$ cat src/rtl/chan_arb_pkg.sv
// Types shared by the channel arbiter and its round-robin picker.
package pkg;

    typedef logic [1:0] my_type_t;

    typedef enum logic {
        IDLE = 1'b0,
        OWN  = 1'b1
    } chan_arb_state_t;

    function automatic int idx_width(input int n);
        return (n > 1) ? $clog2(n) : 1;
    endfunction

endpackage

$ cat src/rtl/chan_arb_rr_pick.sv
// Combinational round-robin pick: first valid requester at or after ptr, wrapping.
module chan_arb_rr_pick
    import pkg::*;
#(
    parameter int N_REQ = 2,
    parameter int PW    = idx_width(N_REQ)
) (
    input  logic [N_REQ-1:0] valid,
    input  logic [PW-1:0]    ptr,
    output logic             any,
    output logic [PW-1:0]    index
);

    logic [PW-1:0] cand;

    // Scan from the far end so the candidate closest to ptr is written last.
    always_comb begin
        any   = 1'b0;
        index = '0;
        cand  = '0;
        for (int k = N_REQ - 1; k >= 0; k--) begin
            cand = PW'((int'(ptr) + k) % N_REQ);
            if (valid[cand]) begin
                any   = 1'b1;
                index = cand;
            end
        end
    end

endmodule

$ cat src/rtl/chan_arb.sv
// N-way burst arbiter feeding a single registered output slot.
//
//   state | meaning
//   IDLE  | no owner; round-robin pick from ptr on every free slot
//   OWN   | owner locked until BURST_MAX beats or owner goes idle
module chan_arb
    import pkg::*;
#(
    parameter int N_REQ     = 2,
    parameter int BURST_MAX = 4
) (
    input  logic                     clk,
    input  logic                     rst_n,
    input  logic [N_REQ-1:0]         req_valid,
    input  my_type_t [N_REQ-1:0]     req_data,
    output logic [N_REQ-1:0]         req_ready,
    output logic                     out_valid,
    output my_type_t                 out_data,
    output logic [$clog2(N_REQ)-1:0] out_src,
    input  logic                     out_ready,
    output logic                     busy
);

    localparam int PW = $clog2(N_REQ);
    localparam int CW = $clog2(BURST_MAX + 1);
    localparam logic [CW-1:0] CNT_LAST = CW'(BURST_MAX);
    localparam logic [PW-1:0] IDX_LAST = PW'(N_REQ - 1);

    chan_arb_state_t state_q, state_d;
    logic [PW-1:0]   owner_q, owner_d;
    logic [PW-1:0]   ptr_q, ptr_d;
    logic [CW-1:0]   cnt_q, cnt_d;
    logic [CW-1:0]   cnt_inc;

    logic            out_valid_q;
    my_type_t        out_data_q;
    logic [PW-1:0]   out_src_q;

    logic            slot_free;
    logic            pick_any;
    logic [PW-1:0]   pick_idx;
    logic            grant;
    logic [PW-1:0]   grant_idx;

    function automatic logic [PW-1:0] next_idx(input logic [PW-1:0] i);
        return (i == IDX_LAST) ? '0 : i + PW'(1);
    endfunction

    chan_arb_rr_pick #(
        .N_REQ (N_REQ),
        .PW    (PW)
    ) u_pick (
        .valid (req_valid),
        .ptr   (ptr_q),
        .any   (pick_any),
        .index (pick_idx)
    );

    assign slot_free = !out_valid_q || out_ready;

    always_comb begin
        state_d   = state_q;
        owner_d   = owner_q;
        ptr_d     = ptr_q;
        cnt_d     = cnt_q;
        grant     = 1'b0;
        grant_idx = owner_q;
        cnt_inc   = cnt_q + CW'(1);
        case (state_q)
            IDLE: begin
                if (slot_free && pick_any) begin
                    grant     = 1'b1;
                    grant_idx = pick_idx;
                    owner_d   = pick_idx;
                    cnt_d     = CW'(1);
                    // A one-beat burst never locks; rotate straight past the winner.
                    if (BURST_MAX == 1) begin
                        ptr_d = next_idx(pick_idx);
                    end else begin
                        state_d = OWN;
                    end
                end
            end
            OWN: begin
                if (slot_free) begin
                    if (req_valid[owner_q]) begin
                        grant = 1'b1;
                        cnt_d = cnt_inc;
                        if (cnt_inc == CNT_LAST) begin
                            state_d = IDLE;
                            ptr_d   = next_idx(owner_q);
                        end
                    end else begin
                        state_d = IDLE;
                        ptr_d   = next_idx(owner_q);
                    end
                end
            end
            default: begin
                state_d = IDLE;
            end
        endcase
    end

    always_comb begin
        req_ready = '0;
        if (grant && rst_n) begin
            req_ready[grant_idx] = 1'b1;
        end
    end

    always_ff @(posedge clk) begin
        if (!rst_n) begin
            state_q     <= IDLE;
            owner_q     <= '0;
            ptr_q       <= '0;
            cnt_q       <= '0;
            out_valid_q <= 1'b0;
            out_data_q  <= '0;
            out_src_q   <= '0;
        end else begin
            state_q <= state_d;
            owner_q <= owner_d;
            ptr_q   <= ptr_d;
            cnt_q   <= cnt_d;
            if (grant) begin
                out_valid_q <= 1'b1;
                out_data_q  <= req_data[grant_idx];
                out_src_q   <= grant_idx;
            end else if (out_ready) begin
                out_valid_q <= 1'b0;
            end
        end
    end

    assign out_valid = out_valid_q;
    assign out_data  = out_data_q;
    assign out_src   = out_src_q;
    assign busy      = rst_n && (state_q == OWN);

    a_ready_onehot: assert property (@(posedge clk) disable iff (!rst_n) $onehot0(req_ready));
    a_cnt_bound:    assert property (@(posedge clk) disable iff (!rst_n) cnt_q <= CNT_LAST);

endmodule

$ cat config.mk
export PLATFORM = sky130hd
export DESIGN_NAME = chan_arb
export DESIGN_NICKNAME = d
export VERILOG_FILES = /design/src/rtl/chan_arb_pkg.sv /design/src/rtl/chan_arb_rr_pick.sv /design/src/rtl/chan_arb.sv
export SDC_FILE = /design/constraint.sdc
export NUM_CORES = 1
export LEC_CHECK = 0
export BUFFER_PORTS_ARGS = -buffer_cell sky130_fd_sc_hd__buf_4
export CORE_ASPECT_RATIO = 0.8
export CORE_MARGIN = 2
export CORE_UTILIZATION = 30
export DETAILED_ROUTE_END_ITERATION = 10
export PLACE_DENSITY = 0.6
export SETUP_SLACK_MARGIN = 0.4
export SYNTH_ARGS = -nofsm -noshare
export SYNTH_HDL_FRONTEND = slang
export SYNTH_SLANG_ARGS = --single-unit
$ cat constraint.sdc
create_clock -name clk -period 1.8 [get_ports clk]
set_clock_uncertainty 0.05 [all_clocks]
set_input_delay 0.18 -clock clk [delete_from_list [all_inputs] [get_ports clk]]
set_output_delay 0.18 -clock clk [all_outputs]
set_load 0.01 [all_outputs]
# Yosys cells after proc, flatten, opt, wreduce, memory -nomap -nowiden
# Index checks and enable logic that the tools add are counted.
classes:
  n_addsub: 3
  n_lt_le_gt_ge: 5
  eq_ne: 5
  n_mux: 34
  n_bitwise: 1
  n_reduce_logical: 9
op_table:
  columns: ["op", "count"]
  rows:
  - ["1-bit two-way mux", 24]
  - ["3-bit two-way mux", 3]
  - ["1-bit by 2-bit < comparator with 1-bit output (second input constant)", 4]
  - ["2-bit two-way mux", 3]
  - ["2-bit by 1-bit inequality test with 1-bit output (second input constant)", 3]
  - ["3-bit one-hot mux with 2 select lines", 1]
  - ["3-bit AND reduction", 2]
  - ["1-bit logical AND", 4]
  - ["1-bit one-hot mux with 2 select lines", 2]
  - ["3-bit by 1-bit adder with 3-bit output (second input constant)", 1]
  - ["3-bit equality test (second input constant)", 1]
  - ["1-bit adder (second input constant)", 2]
  - ["2-bit inequality test (second input constant)", 1]
  - ["2-bit nonzero test", 1]
  - ["1-bit demux with 1-bit select", 1]
  - ["1-bit >= comparator (second input constant)", 1]
  - ["1-bit logical NOT", 1]
  - ["1-bit logical OR", 1]
  - ["1-bit inverter", 1]
word_totals:
  regBits: 10
  input_bits: 9
  out_inout_bits: 7
  elab_cells: 64

# Longest topological paths before layout
# Gate-level depths: netlist of run 1.
depth:
  word_depth: 13
  ltp_mapped: 6
  ltp_nobuf: 6

# By module
# From an unflattened synthesis of run 1, not the netlist that was laid out.
hier_totals:
  hier_cells: 64
  hier_area_um2: 553.0
by_module_without_submodules:
  columns: ["mod", "instances", "cells_per_inst", "area_each_um2", "seq_area_each_um2"]
  rows:
  - ["chan_arb", 1, 61, 535.5, 200.2]
  - ["chan_arb_rr_pick", 1, 3, 17.5, 0.0]

# Worst setup path after synthesis of run 1
# OpenSTA, ideal clock, no wires.
synth_timing:
  path_type: "flip-flop to output port"
  from: "register out_valid_q, in the netlist out_valid"
  to: "output port req_ready[1]"
  t_arrival_ns: 1.277
  t_required_ns: 1.570
  path_slack_ns: 0.293
  path_stages_with_launch: 5
  path_buffers: 0
  path_cell_list: "dfxtp_1 -> and2b_4 -> or4_1 -> o221a_2 -> and3_1"
synth_between:
  elab_chain_len: 10
  elab_cells_between_ends: 15
  cone_classes: "order compare (2); mux (8); reduce/logical (5)"
synth_lines:
  columns: ["item", "line_no", "text"]
  rows:
  - ["start, declared", "chan_arb.sv:35", "logic out_valid_q;"]
  - ["start signal, assigned", "chan_arb.sv:118", "out_valid_q <= 1'b0;"]
  - ["start signal, assigned", "chan_arb.sv:127", "out_valid_q <= 1'b1;"]
  - ["start signal, assigned", "chan_arb.sv:131", "out_valid_q <= 1'b0;"]
  - ["1-bit logical NOT (*)", "chan_arb.sv:59", "assign slot_free = !out_valid_q || out_ready;"]
  - ["1-bit logical OR (*)", "chan_arb.sv:59", null]
  - ["1-bit logical AND", "chan_arb.sv:71", "if (slot_free && pick_any) begin"]
  - ["1-bit two-way mux", null, null]
  - ["1-bit two-way mux", "chan_arb.sv:69", "case (state_q)"]
  - ["1-bit by 2-bit < comparator with 1-bit output (implied by the code) or 1-bit >= comparator (tied branches)", "chan_arb.sv:108", "req_ready[grant_idx] = 1'b1;"]
  - ["1-bit logical AND (implied by the code)", "chan_arb.sv:108", null]
  - ["1-bit two-way mux (implied by the code)", "chan_arb.sv:108", null]
  - ["1-bit demux with 1-bit select", "chan_arb.sv:108", null]
  - ["2-bit two-way mux (*)", "chan_arb.sv:107", "if (grant && rst_n) begin"]
  - ["end, declared", "chan_arb.sv:16", "output logic [N_REQ-1:0] req_ready,"]
# Every way passes the cells marked *; elsewhere a longest branch is shown, timed or not.

# Worst setup path in the final report of run 1
# Ends and elaborated chain as after synthesis.

==> run_results.csv, run 1 <==
group,metric,value,unit
layout,finish.instance_area,903,um^2
global_route,globalRouteTotalUtil,14.9,%
synthesis,synth_nets,69,
synthesis,post_synthesis_cell_area,531,um^2
clock_network,cts_hold_buf,0,
clock_network,cts.htree.levels,1,
pwr,switchingPower,201,uW
floorplan,floorplan.die_area,2120,um^2
global_route,grt_max_degree,10,
sta,final_period_minus_worst_setup_slack,1810,ps
critical_path,rr_worst_depth,8,
synthesis,yosysSeqAreaShare,37.7,%
pwr,power.static_leakage,0.000392,uW
pwr,power.ir.vdd_worst,0.489,mV
floorplan,die_y,41.6,um
detailed_routing,drt_pre_antenna_iters,4,
placed_design,buffer_ports.inserted,15,
sta,maxSlewHeadroom,81.0,%
synthesis,average_size_of_a_mapped_cell,9.15,um^2
detailed_routing,postRouteWirelength,1340,um
pwr,p_int,455,uW
synthesis,postSynthRegisterBits,10,
synthesis,ys_warn_count,0,
sta,min_period_over_period,101,%
critical_path,critical_path_class,"register to primary output",
clock_network,clock_tree_buffer_depth,2,
critical_path,regToRegEndpoint,"out_data[1]$_SDFFE_PN0P_",
critical_path,crit_path_top_delay_cell,"sky130_fd_sc_hd__or4_4",
global_route,globalRouteOverflowTotal,0,
detailed_routing,route.detailed.vias_per_inst,4.78,
run,max_cap_viol_count,0,
placed_design,dpl_worst_slack,191,ps
worst_hold_path,hold-path-endpoint,"owner_q$_SDFF_PN0_",
critical_path,path_max_fanout,4,
layout,multiInputGateArea,403,um^2
clock_network,worst_skew_pair.late_latency,270,ps
floorplan,initial_utilization,32.3,%
floorplan,die_w,51.0,um
sta,hold_viol,0,
status,failed_checks,"setup timing",
pwr,p_sw_share,30.7,%
clock_network,tritoncts_num_sinks,10,
layout,flow.area_growth_from_synthesis,70.3,%
synthesis,yosys-top-cells-area,"sky130_fd_sc_hd__dfxtp_1, sky130_fd_sc_hd__nor2_1, sky130_fd_sc_hd__mux2i_1",
layout,layout_common_cells,"sky130_fd_sc_hd__buf_4, sky130_fd_sc_hd__nor2_1, sky130_fd_sc_hd__buf_6",
layout,number_of_inserted_filler_cells_in_the_final_layout,145,
placed_design,gp_routability_congestion,0.825,
global_route,grt_first_pass_wirelength,2370,um
synthesis,synth_largest_type_area_fraction,37.7,%
pwr,power_density,727,nW/um^2
pwr,power.share.combinational,35.7,%
detailed_routing,num_vias,516,
status,status,"complete, but fails checks",
detailed_routing,wire_per_inst,12.4,um
sta,worst-slew-pin-transition,283,ps
critical_path,timing.critical_path.buf_inv,1,
global_route,grt_pass1_vias,532,
detailed_routing,drcViolationCount,0,
critical_path,timing.reg2reg.setup_slack,10,ps
placed_design,dp_area,699,um^2
clock_network,clkTransAtPathRegs,70,ps
floorplan,design.core.area,1640,um^2
layout,layout.cells.most_common,"sky130_fd_sc_hd__buf_4",
sta,grt_setup_unrepaired,"yes",
sta,fmax,552,MHz
worst_hold_path,min-delay-start,"rst_n",
pwr,post-layout-total-power,657,uW
detailed_routing,detail-route-antenna-nets,0,
critical_path,r2r_start,"out_valid$_SDFFE_PN0P_",
sta,final_critical_path_setup_slack,-11.0,ps
synthesis,netlist.top_cell.by_area,"sky130_fd_sc_hd__dfxtp_1",
critical_path,endpoint_kind,"primary output",
floorplan,core.rowCount,13,
layout,post_route_cells_drive_above_1_share,65.1,%
critical_path,timing.critical_path.from_type,"register",
pwr,p_clk_share,23.9,%
clock_network,root_buffer_selected_by_cts,"sky130_fd_sc_hd__clkbuf_4",
sta,setup_violations,1,
worst_hold_path,hold_depth,2,
clock_network,cts_tree,"done",
critical_path,timing.critical_path.required,1570,ps
layout,antennaDiodeCount,0,
pwr,share_seq_of_total_power,40.4,%
sta,maxSlewViolCount,0,
critical_path,timing.critical_path.slowest_cell_delay,410,ps
worst_hold_path,min_path_type,"input port to register",
global_route,antenna_found_initial,0,
critical_path,worst_path_dominant_cell_family,"simple AND/OR/NAND/NOR gates",
sta,setup-tns-final,-11.0,ps
detailed_routing,starting_drc_count_in_detailed_routing,11,
synthesis,synth_cell_types,27,
critical_path,crit_chain,"and2b_4, or4_4, o221a_4, and3_4, buf_6",
layout,layout.area.seq,214,um^2
clock_network,tritoncts.num_buffers,3,
synthesis,number_of_instances_in_the_synthesized_netlist,58,
layout,nNetsFinal,99,
floorplan,io_pins,16,
placed_design,post-dp-hpwl,874,um
critical_path,timing.critical_path.arrival,1580,ps
## how the worst max path moves through the flow
stage / startpoint / endpoint / slack [ps] / depth (start not counted)
final: out_valid$_SDFFE_PN0P_ / req_ready[1] / -10 / 5
after global routing: out_valid$_SDFFE_PN0P_ / out_data[1]$_SDFFE_PN0P_ / -70 / 8
after CTS: out_valid$_SDFFE_PN0P_ / req_ready[1] / -4 / 5
after detailed placement: out_valid$_SDFFE_PN0P_ / req_ready[1] / 190 / 5
after global placement: out_valid$_SDFFE_PN0P_ / req_ready[1] / 200 / 5
after floorplan: out_valid$_SDFFE_PN0P_ / req_ready[1] / 320 / 4
## Yosys cell counts
cell type	n
sky130_fd_sc_hd__nor2_1	11
sky130_fd_sc_hd__dfxtp_1	10
sky130_fd_sc_hd__mux2i_1	4
sky130_fd_sc_hd__a21oi_1	3
sky130_fd_sc_hd__o21ai_1	3
sky130_fd_sc_hd__and2_1	2
sky130_fd_sc_hd__ha_1	2
sky130_fd_sc_hd__inv_1	2
sky130_fd_sc_hd__nand2b_1	2
sky130_fd_sc_hd__nand3_1	2
sky130_fd_sc_hd__a211oi_1	1
sky130_fd_sc_hd__a211oi_4	1
sky130_fd_sc_hd__a21boi_1	1
sky130_fd_sc_hd__a21oi_2	1
sky130_fd_sc_hd__and2b_4	1
sky130_fd_sc_hd__and3_1	1
sky130_fd_sc_hd__buf_2	1
sky130_fd_sc_hd__buf_6	1
sky130_fd_sc_hd__nand2_1	1
sky130_fd_sc_hd__nand3_2	1
sky130_fd_sc_hd__nor3b_2	1
sky130_fd_sc_hd__o21a_1	1
sky130_fd_sc_hd__o21ai_0	1
sky130_fd_sc_hd__o221a_2	1
sky130_fd_sc_hd__o31a_1	1
sky130_fd_sc_hd__or4_1	1
sky130_fd_sc_hd__xor2_1	1
## worst register-to-register path, stage by stage, from the launching register on
cell	delay [ps]
sky130_fd_sc_hd__dfxtp_2	320
sky130_fd_sc_hd__and2b_4	160
sky130_fd_sc_hd__or4_4	410
sky130_fd_sc_hd__o221a_4	150
sky130_fd_sc_hd__buf_6	120
sky130_fd_sc_hd__buf_6	100
sky130_fd_sc_hd__buf_6	110
sky130_fd_sc_hd__mux2i_1	150
sky130_fd_sc_hd__a21oi_1	90
## power groups by stage
stage / clock network (uW) / logic (uW) / registers, uW
6_report: 157 / 234 / 265
5_1_grt: 173 / 252 / 269
4_1_cts: 161 / 224 / 265
3_5_place_dp: 0 / 162 / 266
3_3_place_gp: 0 / 161 / 266
2_1_floorplan: 0 / 104 / 263
## stage by stage
| stage | instances | hold WS (ps) | utilization [%] |
|---|---|---|---|
| after floorplan | 58 | 247 | - |
| after CTS | 107 | 134 | 52.9 |
| after global placement | 96 | 413 | 42.6 |
| final | 108 | 136 | 55.0 |
| after detailed placement | 96 | 414 | 42.6 |
| after global routing | 108 | 147 | 55.0 |
## kinds of logic after synthesis
logic type      share of synthesized area, %
fa+ha+maj                               4.72
compound gates                          20.0
buf+inv                                 4.48
mux                                     7.55
simple gates                            23.8
flops                                   37.7
xor+xnor                                1.65
## sequential cells by signal, summed over array words and instances, names as in the netlist
| register | flops |
|---|---|
| cnt_q | 3 |
| out_data | 2 |
| out_src | 1 |
| out_valid | 1 |
| owner_q | 1 |
| ptr_q | 1 |
| state_q | 1 |
## layer usage
metal  routed length, um  GRT usage, %  share of wire, %  up-vias
li1                    -             -                 -      256
met1                 597          17.6                45      246
met2                 669          24.7                50       12
met3                  60          5.76               4.5        2
met4                  10          4.86              0.75        0
met5                   0             0                 0        -
## repair_timing
action / in CTS / in global routing
pin swaps: 11 / 9
setup buffers: 8 / 1
gates resized for setup: 22 / 7
setup endpoints to repair: 11 / 11
## area by class of cell
cell class	count	area share, %
sequential	10	23.7
timing repair buffer	27	25.3
multi-input combinational	44	44.6
tap	22	3.05
inverter	2	0.831
clock buffer	3	2.49
(Power assumes the default switching activity.)
==> run 2: changes to the inputs <==
Settings changed: SKIP_LAST_GASP set to 1.
==> run 2 against run 1 <==
Net effect:
- the run still ends with setup timing left
- critical endpoint unchanged
- worst hold slack improved by 10 ps
- worst setup slack better by 3.7 ps
- largest power group unchanged
- maximum frequency rose by 0.20%
- combinational power decreased by 4%
==> run_results.csv, run 2 (synthesized netlist as in run 1, its figures left out) <==
group,metric,value,unit
detailed_routing,starting_drc_count_in_detailed_routing,5,
clock_network,worst_skew_pair.late_latency,270,ps
layout,flow.area_growth_from_synthesis,60.8,%
detailed_routing,drt_pre_antenna_iters,4,
layout,post_route_cells_drive_above_1_share,57.6,%
sta,holdWs,146,ps
sta,maxSlewHeadroom,81.1,%
layout,layout.area.seq,209,um^2
layout,antennaDiodeCount,0,
critical_path,endpoint_kind,"primary output",
critical_path,timing.critical_path.buf_inv,1,
pwr,power_density,756,nW/um^2
layout,register_with_the_highest_flop_count,"cnt_q",
sta,maxSlewViolCount,0,
sta,final_period_minus_worst_setup_slack,1810,ps
global_route,grt_first_pass_wirelength,2270,um
layout,nNetsFinal,98,
global_route,globalRouteOverflowTotal,0,
floorplan,io_pins,16,
floorplan,floorplan.die_area,2120,um^2
pwr,power.static_leakage,0.000384,uW
clock_network,clock_tree_buffer_depth,2,
pwr,power.ir.vdd_worst,0.580,mV
clock_network,root_buffer_selected_by_cts,"sky130_fd_sc_hd__clkbuf_4",
sta,worst-slew-pin-transition,282,ps
critical_path,timing.critical_path.arrival,1580,ps
layout,largest_register_ffs,3,
status,failed_checks,"setup timing",
run,max_cap_viol_count,0,
critical_path,path_max_fanout,4,
status,status,"complete, but fails checks",
clock_network,cts_hold_buf,0,
placed_design,buffer_ports.inserted,15,
layout,number_of_inserted_filler_cells_in_the_final_layout,148,
pwr,post-layout-total-power,645,uW
sta,grt_setup_unrepaired,"yes",
critical_path,timing.critical_path.from_type,"register",
clock_network,tritoncts_num_sinks,10,
global_route,grt_pass1_vias,504,
floorplan,die_w,51.0,um
placed_design,gp_routability_congestion,0.825,
critical_path,timing.critical_path.required,1570,ps
critical_path,crit_chain,"and2b_4, or4_4, o221a_4, and3_4, buf_6",
detailed_routing,num_vias,512,
floorplan,initial_utilization,32.3,%
layout,layout_common_cells,"sky130_fd_sc_hd__buf_4, sky130_fd_sc_hd__nor2_1, sky130_fd_sc_hd__buf_6",
critical_path,crit_path_top_delay_cell,"sky130_fd_sc_hd__or4_4",
sta,final_critical_path_setup_slack,-7.39,ps
floorplan,design.core.area,1640,um^2
clock_network,clkTransAtPathRegs,70,ps
placed_design,post-dp-hpwl,874,um
critical_path,worst_path_dominant_cell_family,"simple AND/OR/NAND/NOR gates",
layout,multiInputGateArea,365,um^2
critical_path,timing.critical_path.slowest_cell_delay,410,ps
clock_network,cts.htree.levels,1,
clock_network,tritoncts.num_buffers,3,
critical_path,critical_path_class,"register to primary output",
layout,layout.cells.most_common,"sky130_fd_sc_hd__buf_4",
global_route,globalRouteTotalUtil,14.3,%
global_route,grt_max_degree,10,
floorplan,die_y,41.6,um
detailed_routing,detail-route-antenna-nets,0,
sta,setup_violations,1,
clock_network,cts_tree,"done",
detailed_routing,postRouteWirelength,1270,um
placed_design,dpl_worst_slack,191,ps
sta,hold_viol,0,
sta,fmax,553,MHz
detailed_routing,route.detailed.vias_per_inst,4.79,
detailed_routing,wire_per_inst,11.9,um
global_route,antenna_found_initial,0,
detailed_routing,drcViolationCount,0,
floorplan,core.rowCount,13,
sta,min_period_over_period,100,%
worst_hold_path,min_path_type,"input port to register",
==> run 2: cell count changes in the layout (fill, tap and decap cells not counted), moves of 2 or more <==
cell | before | now
sky130_fd_sc_hd__dfxtp_2 | 2 | 4
sky130_fd_sc_hd__dfxtp_4 | 3 | 1
sky130_fd_sc_hd__nor2_1 | 8 | 10
sky130_fd_sc_hd__nor2_2 | 2 | 0
==> run 2: layer usage <==
metal  GRT usage (%)  up-vias  wire [um]
li1                -      255          -
met1            17.4      243        592
met2            23.1       12        612
met3            5.40        2         54
met4            4.86        0         10
met5               0        -          0
==> run 2: path summary, 6_finish.rpt <==
check	start	to	slack, ps	cells after the start
min	rst_n	owner_q$_SDFF_PN0_	150	2
max	out_valid$_SDFFE_PN0P_	req_ready[1]	-7	5
max reg2reg	out_valid$_SDFFE_PN0P_	out_data[1]$_SDFFE_PN0P_	10	8
min reg2reg	cnt_q[1]$_SDFFE_PN0P_	cnt_q[1]$_SDFFE_PN0P_	440	2
==> run 2: cell type report <==
type / instances / share of cell area (%)
Multi-Input combinational cell: 44 / 42.8
Tap cell: 22 / 3.23
Clock buffer: 3 / 2.64
Timing Repair Buffer: 26 / 26.0
Sequential cell: 10 / 24.5
Inverter: 2 / 0.880
==> run 2: timing repair <==
item / in CTS / in global routing
pin swaps: 10 / 4
endpoints found under the hold margin: 0 / 0
resized for setup: 18 / 2
setup endpoints to repair: 11 / 11
buffers inserted: 8 / 0
==> run 2: worst reg2reg max path, stage by stage, from the launching register on <==
cell and delay [ps]:
sky130_fd_sc_hd__dfxtp_2 320, sky130_fd_sc_hd__and2b_4 160, sky130_fd_sc_hd__or4_4 410, sky130_fd_sc_hd__o221a_4 150
sky130_fd_sc_hd__buf_6 120, sky130_fd_sc_hd__buf_6 100, sky130_fd_sc_hd__buf_6 110, sky130_fd_sc_hd__mux2i_1 150
sky130_fd_sc_hd__a21oi_1 90
==> run 2: metrics by stage <==
| step | area (um^2) | utilization (%) | cells | setup TNS (ps) |
|---|---|---|---|---|
| 2_1_floorplan | 553 | - | 58 | 0 |
| 3_3_place_gp | 699 | 42.6 | 96 | 0 |
| 3_5_place_dp | 699 | 42.6 | 96 | 0 |
| 4_1_cts | 847 | 51.6 | 107 | -4.44 |
| 5_1_grt | 853 | 51.9 | 107 | -141 |
| 6_report | 853 | 51.9 | 107 | -7.39 |
==> run 2: power breakdown <==
group	internal [uW]	switching (uW)
clock	77.3	78.5
combinational	131	94.0
sequential	244	19.9
total	452	192
